===== src/rtl/ipd_pkg.sv =====
// Shared definitions for the inter-packet delay gate: FSM encoding and mode selector values.
package ipd_pkg;

    typedef enum logic [1:0] {
        StIdle = 2'd0,
        StPass = 2'd1,
        StWait = 2'd2
    } ipd_state_e;

    localparam logic [1:0] DelayModeReg   = 2'd0;
    localparam logic [1:0] DelayModeTuser = 2'd1;
    localparam logic [1:0] DelayModeMax   = 2'd2;  // 2'd3 behaves the same

    localparam logic GapEndToStart   = 1'b0;
    localparam logic GapStartToStart = 1'b1;

endpackage


===== src/rtl/ipd_gap_counter.sv =====
// Loadable down-counter that saturates at zero; a load with dec set counts the load cycle.
module ipd_gap_counter #(
    parameter int unsigned Width = 32
) (
    input  logic             clk,
    input  logic             rst,
    input  logic             load,
    input  logic [Width-1:0] load_val,
    input  logic             dec,
    output logic [Width-1:0] count,
    output logic             zero
);

    localparam logic [Width-1:0] One = {{(Width-1){1'b0}}, 1'b1};

    logic [Width-1:0] count_q;

    always_ff @(posedge clk or posedge rst) begin
        if (rst) begin
            count_q <= '0;
        end else if (load) begin
            count_q <= (dec && load_val != '0) ? load_val - One : load_val;
        end else if (dec && count_q != '0) begin
            count_q <= count_q - One;
        end
    end

    assign count = count_q;
    assign zero  = (count_q == '0);

endmodule


===== src/rtl/inter_packet_delay_mc.sv =====
// AXI-Stream pass-through that closes its gate for a programmable gap between packets,
// optionally only after every burst_len packets.
module inter_packet_delay_mc
    import ipd_pkg::*;
#(
    parameter int unsigned C_AXIS_DATA_WIDTH  = 256,
    parameter int unsigned C_AXIS_TUSER_WIDTH = 128,
    parameter int unsigned C_DELAY_WIDTH      = 32,
    parameter int unsigned C_TUSER_DELAY_LSB  = 32
) (
    input  logic                            axi_aclk,
    input  logic                            axi_areset,
    input  logic [C_AXIS_DATA_WIDTH-1:0]    s_axis_tdata,
    input  logic [C_AXIS_DATA_WIDTH/8-1:0]  s_axis_tstrb,
    input  logic [C_AXIS_TUSER_WIDTH-1:0]   s_axis_tuser,
    input  logic                            s_axis_tvalid,
    input  logic                            s_axis_tlast,
    output logic                            s_axis_tready,
    output logic [C_AXIS_DATA_WIDTH-1:0]    m_axis_tdata,
    output logic [C_AXIS_DATA_WIDTH/8-1:0]  m_axis_tstrb,
    output logic [C_AXIS_TUSER_WIDTH-1:0]   m_axis_tuser,
    output logic                            m_axis_tvalid,
    output logic                            m_axis_tlast,
    input  logic                            m_axis_tready,
    input  logic                            sw_rst,
    input  logic                            ipd_en,
    input  logic [1:0]                      delay_mode,
    input  logic                            gap_mode,
    input  logic [C_DELAY_WIDTH-1:0]        delay_reg_val,
    input  logic [7:0]                      burst_len,
    output logic [31:0]                     pkt_count,
    output logic                            gap_active
);

    localparam logic [C_DELAY_WIDTH-1:0] DelayOne = {{(C_DELAY_WIDTH-1){1'b0}}, 1'b1};

    ipd_state_e               state_q;
    logic [C_DELAY_WIDTH-1:0] delay_q, sel_delay, pkt_delay, tuser_delay, cnt_load_val, count;
    logic                     gap_mode_q, pkt_gap_mode;
    logic [7:0]               burst_len_q, burst_cnt_q, burst_lim;
    logic [31:0]              pkt_count_q;
    logic                     mid_frame_q;
    logic                     open, xfer, start, pkt_end, burst_done, gap_needed;
    logic                     cnt_load, cnt_dec, cnt_zero, cnt_last;

    assign m_axis_tdata  = s_axis_tdata;
    assign m_axis_tstrb  = s_axis_tstrb;
    assign m_axis_tuser  = s_axis_tuser;
    assign m_axis_tlast  = s_axis_tlast;

    assign open          = (state_q != StWait);
    assign m_axis_tvalid = s_axis_tvalid & open;
    assign s_axis_tready = m_axis_tready & open;
    assign xfer          = s_axis_tvalid & m_axis_tready & open;

    // A beat only opens a packet if the bus itself was between packets.
    assign start   = ipd_en & xfer & ~mid_frame_q & (state_q == StIdle);
    assign pkt_end = ipd_en & xfer & s_axis_tlast & (start | (state_q == StPass));

    assign tuser_delay = s_axis_tuser[C_TUSER_DELAY_LSB +: C_DELAY_WIDTH];
    assign cnt_last    = cnt_zero | (count == DelayOne);
    assign gap_active  = (state_q == StWait);
    assign pkt_count   = pkt_count_q;

    always_comb begin
        case (delay_mode)
            DelayModeReg:   sel_delay = delay_reg_val;
            DelayModeTuser: sel_delay = tuser_delay;
            default:        sel_delay = (tuser_delay > delay_reg_val) ? tuser_delay : delay_reg_val;
        endcase
        pkt_delay    = start ? sel_delay : delay_q;
        pkt_gap_mode = start ? gap_mode : gap_mode_q;
        burst_lim    = start ? burst_len : burst_len_q;
        if (burst_lim == 8'd0) burst_lim = 8'd1;
        burst_done   = (burst_cnt_q + 8'd1) >= burst_lim;

        // In start-to-start mode the gap is what the counter holds after this cycle's decrement.
        if (pkt_gap_mode == GapEndToStart) gap_needed = (pkt_delay != '0);
        else if (start)                    gap_needed = (sel_delay > DelayOne);
        else                               gap_needed = ~cnt_last;

        cnt_load     = 1'b0;
        cnt_load_val = '0;
        cnt_dec      = 1'b1;
        if (sw_rst || !ipd_en) begin
            cnt_load = 1'b1;
        end else if (pkt_end && burst_done && pkt_gap_mode == GapEndToStart) begin
            cnt_load     = 1'b1;
            cnt_load_val = pkt_delay;
            cnt_dec      = 1'b0;
        end else if (start && gap_mode == GapStartToStart) begin
            cnt_load     = 1'b1;
            cnt_load_val = sel_delay;
        end
    end

    ipd_gap_counter #(
        .Width(C_DELAY_WIDTH)
    ) u_gap_counter (
        .clk      (axi_aclk),
        .rst      (axi_areset),
        .load     (cnt_load),
        .load_val (cnt_load_val),
        .dec      (cnt_dec),
        .count    (count),
        .zero     (cnt_zero)
    );

    always_ff @(posedge axi_aclk or posedge axi_areset) begin
        if (axi_areset) begin
            state_q     <= StIdle;
            delay_q     <= '0;
            gap_mode_q  <= GapEndToStart;
            burst_len_q <= 8'd1;
            burst_cnt_q <= 8'd0;
        end else if (sw_rst) begin
            state_q     <= StIdle;
            delay_q     <= '0;
            gap_mode_q  <= GapEndToStart;
            burst_len_q <= 8'd1;
            burst_cnt_q <= 8'd0;
        end else if (!ipd_en) begin
            state_q     <= StIdle;
            burst_cnt_q <= 8'd0;
        end else begin
            if (start) begin
                delay_q     <= sel_delay;
                gap_mode_q  <= gap_mode;
                burst_len_q <= burst_len;
            end
            unique case (state_q)
                StIdle, StPass: begin
                    if (pkt_end) begin
                        if (burst_done) begin
                            burst_cnt_q <= 8'd0;
                            state_q     <= gap_needed ? StWait : StIdle;
                        end else begin
                            burst_cnt_q <= burst_cnt_q + 8'd1;
                            state_q     <= StIdle;
                        end
                    end else if (start) begin
                        state_q <= StPass;
                    end
                end
                StWait: if (cnt_last) state_q <= StIdle;
                default: state_q <= StIdle;
            endcase
        end
    end

    always_ff @(posedge axi_aclk or posedge axi_areset) begin
        if (axi_areset) begin
            pkt_count_q <= 32'd0;
        end else if (sw_rst) begin
            pkt_count_q <= 32'd0;
        end else if (xfer && s_axis_tlast && pkt_count_q != '1) begin
            pkt_count_q <= pkt_count_q + 32'd1;
        end
    end

    // Bus framing is tracked across resets so a packet cut by reset is not taken for a new one.
    always_ff @(posedge axi_aclk) begin
        if (xfer) mid_frame_q <= ~s_axis_tlast;
    end

endmodule


===== config.mk =====
export PLATFORM = sky130hd
export DESIGN_NAME = inter_packet_delay_mc
export DESIGN_NICKNAME = d
export VERILOG_FILES = /design/src/rtl/ipd_pkg.sv /design/src/rtl/ipd_gap_counter.sv /design/src/rtl/inter_packet_delay_mc.sv
export SDC_FILE = /design/constraint.sdc
export NUM_CORES = 1
export LEC_CHECK = 0
export BUFFER_PORTS_ARGS = -buffer_cell sky130_fd_sc_hd__buf_2
export CORE_AREA = 2 2 358 360
export CTS_BUF_LIST = sky130_fd_sc_hd__clkbuf_16
export DETAILED_ROUTE_END_ITERATION = 8
export DIE_AREA = 0 0 360 362
export SYNTH_ARGS = -nofsm -noshare
export SYNTH_HDL_FRONTEND = slang
export SYNTH_SLANG_ARGS = --single-unit

===== constraint.sdc =====
create_clock -name axi_aclk -period 5.7 [get_ports axi_aclk]
set_clock_uncertainty 0.15 [all_clocks]
set_input_delay 1.14 -clock axi_aclk [delete_from_list [all_inputs] [get_ports axi_aclk]]
set_output_delay 1.14 -clock axi_aclk [all_outputs]
set_load 0.03 [all_outputs]

==> results by group <==
Status
  – Status: complete, no violations

Global routing
  – GRT Total Usage: 8.58%
  – Largest net degree at the start of global routing: 116
  – Total grt overflow: 0
  – Initial antenna violation count: 10
  – First-pass GRT wire length: 78,600 µm
  – Vias in the first global route: 9,779

Placement
  – IO Port Bufs: 149
  – GP Congestion: 0.910
  – Detailed Place HPWL: 47,000 µm
  – Dpl cells: 2,919

Timing
  – Final Max Slew Viols: 0
  – Setup violators final: 0
  – Setup tns final: 0 ps
  – Final-report hold violation count: 0
  – Post-layout min period: 5410 ps
  – Smallest hold slack: 361 ps
  – Least-Margin Pin Slew: 984 ps
  – Fmax: 0.185 GHz
  – Slew margin rel.: 34.4%
  – Fin crit share: 94.9%

Layout
  – Final nets: 1,789
  – Commonest non-fill, non-tap cell in the layout: buf_2
  – Commonest cells after routing, fill and taps aside: 149 x buf_2, 130 x nor2_1, 118 x buf_4, 114 x dfrtp_1, 72 x a21oi_1
  – Share of layout cells above drive strength 1: 27.4%
  – Fin cells: 2,952
  – Area grow syn2layout: 9.01%

Clocking
  – Clk Latency, worst-skew pair: 470 ps
  – Root Buffer: clkbuf_16
  – CTS sink count: 116
  – Total CTS buffers: 17
  – Htree depth: 4
  – Clock Pin Slew Worst Setup and Hold Paths: 60 ps
  – CTS tree: built
  – CTS Buffer Depth: 2

Critical path
  – Reg2reg end: u_gap_counter.count[19]
  – CP Class: input pin to register
  – Crit-path cells: buf_2, nand4b_4, buf_12, nor3_4, mux2i_2, nand4_1, o21ai_1, ha_1, nand2b_1, a211oi_2, nor3_1, o211ai_1, buf_4, a2111oi_0, a311o_2, nor4_4, nand3_2, nor4_4, buf_4, buf_4, and3b_1, xor2_1, o22ai_1
  – Crit path max-delay cell type: a311o_2
  – CP peak stage delay: 430 ps
  – Worst Path Max Fanout: 7
  – Crit-path most repeated cell: buf_4
  – Crit path buffers/inverters: 5
  – Reg2Reg Setup Slack: 530 ps
  – Worst Path Arrival: 5600 ps
  – Startpoint Class: input pin
  – Worst setup EP type: register
  – Worst path top cell family by delay: simple AND/OR/NAND/NOR gates
  – R2r worst-path depth: 22
  – Critical R2R Launch: state_q[1]
  – WP data required: 5890 ps

Worst hold path
  – Min-Delay Startpoint: burst_cnt_q[7]
  – Tightest Hold Check Type: register to register
  – Hold Crit Depth: 1
  – Hold EP: burst_cnt_q[7]

Logic synthesis
  – Syn_nets: 1,963
  – Synth Cell Area: 0.0119 mm²
  – Synth Instances: 1,451
  – Yosys warnings: 0
  – Synth Flop Type: dfrtp_1
  – Sequential share of the synthesized area: 24.4%
  – Number of synthesized flops with an enable pin: 1
  – Number of synthesized register bits: 116
  – Cell taking the most area after synthesis: buf_4
  – FFs w/ async S/R, synth: 99.1%
  – Top-area cell type share of the netlist area: 26.5%
  – Post-Syn Area per Cell: 8.23 µm²
  – Ranking of synthesized cells by area: buf_4 27%, dfrtp_1 24%, ha_1 4.8%, nor2_1 4.1%, xnor2_1 3.3%
  – Netlist cell types: 87

Floorplanning
  – Starting Density: 9.42%
  – Die ar.: 0.130 mm²
  – I/O pin cnt: 918
  – Die W: 360 µm
  – # rows: 131
  – Core Region: 0.127 mm²
  – Chip height: 362 µm

Pwr
  – Cell Pwr Density: 212 mW/mm²
  – Switching share of power: 34.1%
  – Peak VDD IR: 0.234 mV
  – P_sw: 943 µW
  – Sequential share of power: 33.5%
  – Power Total: 2.76 mW
  – Clock power frac: 39.7%
  – Combinational Power Share: 26.8%
  – Cell-internal power: 1.82 mW
  – Pleak: 5.16 nW

Routing
  – DR DRC count: 0
  – WL/cell: 19.5 µm
  – DRT iter0 DRCs: 918
  – Post-DR vias/cell: 3.47
  – First drt pass iteration count: 7
  – Final WL: 57,400 µm
  – DRT antenna net count: 0
  – Vias: 10,300

Flow run
  – Max Cap Viol: 0
-- sequential cells by signal, indices dropped and copies added (netlist names) --
name / flops
burst_len_q: 8
burst_cnt_q: 8
u_gap_counter.count: 32
state_q: 2
pkt_count: 32
mid_frame_q: 1
gap_mode_q: 1
delay_q: 32
-- area by class of cell --
| cell class | instances | area [µm²] |
|---|---|---|
| clock buffer | 17 | 425 |
| fill | 14700 | 114000 |
| sequential | 116 | 2910 |
| tap | 1662 | 2080 |
| clock inverter | 13 | 143 |
| timing repair buffer | 271 | 1710 |
| antenna | 2 | 5.00 |
| inverter | 41 | 156 |
| multi-input combinational | 830 | 5590 |
-- cell usage after synthesis, types with 27 or more instances --
| library cell | n |
|---|---|
| o21ai_0 | 41 |
| nand3_1 | 38 |
| xor2_1 | 31 |
| nand4_1 | 29 |
| a21oi_1 | 74 |
| xnor2_1 | 45 |
| ha_1 | 46 |
| inv_1 | 40 |
| nor3_1 | 50 |
| clkbuf_1 | 27 |
| nor2_1 | 130 |
| dfrtp_1 | 114 |
| buf_4 | 422 |
| nand2_1 | 65 |
-- layer usage --
metal  up-vias  GRT usage, %  wire length [µm]
met5         -          1.78               294
met2       880          11.2             21700
met4         8          5.20              3520
li1       4330             -                 -
met1      4821          10.0             23100
met3       218          5.72              8840
-- cells by family after synthesis --
family / synth area share, %
buffers and inverters: 29.5
multiplexers: 0.838
flip-flops: 24.4
AO/OA/AOI/OAI: 15.5
AND/OR/NAND/NOR: 19.4
adder cells (fa/ha/maj): 4.82
XOR/XNOR: 5.58
-- metrics by stage --
| step | worst slack, ps | cell area, µm² | utilization, % |
|---|---|---|---|
| detailed placement | -259 | 12400 | 9.79 |
| finish | 293 | 13000 | 10.3 |
| CTS | 247 | 13000 | 10.2 |
| floorplan | 0.203 | 12000 | - |
| global placement | -261 | 12400 | 9.79 |
| global route | -19.4 | 13000 | 10.3 |
-- repair_timing --
action / in CTS / in global routing
resized for setup: 0 / 6
buffers inserted: 0 / 1
endpoints found under the setup margin: 0 / 9
endpoints found under the hold margin: 0 / 0
hold buffers: 0 / 0
-- worst max-delay path by stage --
stage | from | to | slack, ps | cells past startpoint
3_3_place_gp | m_axis_tready | u_gap_counter.count[13] | -260 | 22
4_1_cts | m_axis_tready | u_gap_counter.count[13] | 250 | 23
2_1_floorplan | s_axis_tvalid | u_gap_counter.count[28] | 0.2 | 24
3_5_place_dp | m_axis_tready | u_gap_counter.count[13] | -260 | 23
6_report | s_axis_tvalid | u_gap_counter.count[19] | 290 | 23
5_1_grt | s_axis_tvalid | u_gap_counter.count[19] | -20 | 23
-- power by group through the flow --
stage / Combinational [mW] / Clock (mW) / Sequential (mW)
5_1_grt: 0.806 / 1.17 / 0.932
3_5_place_dp: 0.734 / 0 / 0.937
2_1_floorplan: 0.983 / 0 / 0.925
6_report: 0.741 / 1.10 / 0.925
3_3_place_gp: 0.728 / 0 / 0.936
4_1_cts: 0.738 / 1.13 / 0.924
Note: power is estimated with default switching activity, not from simulation.
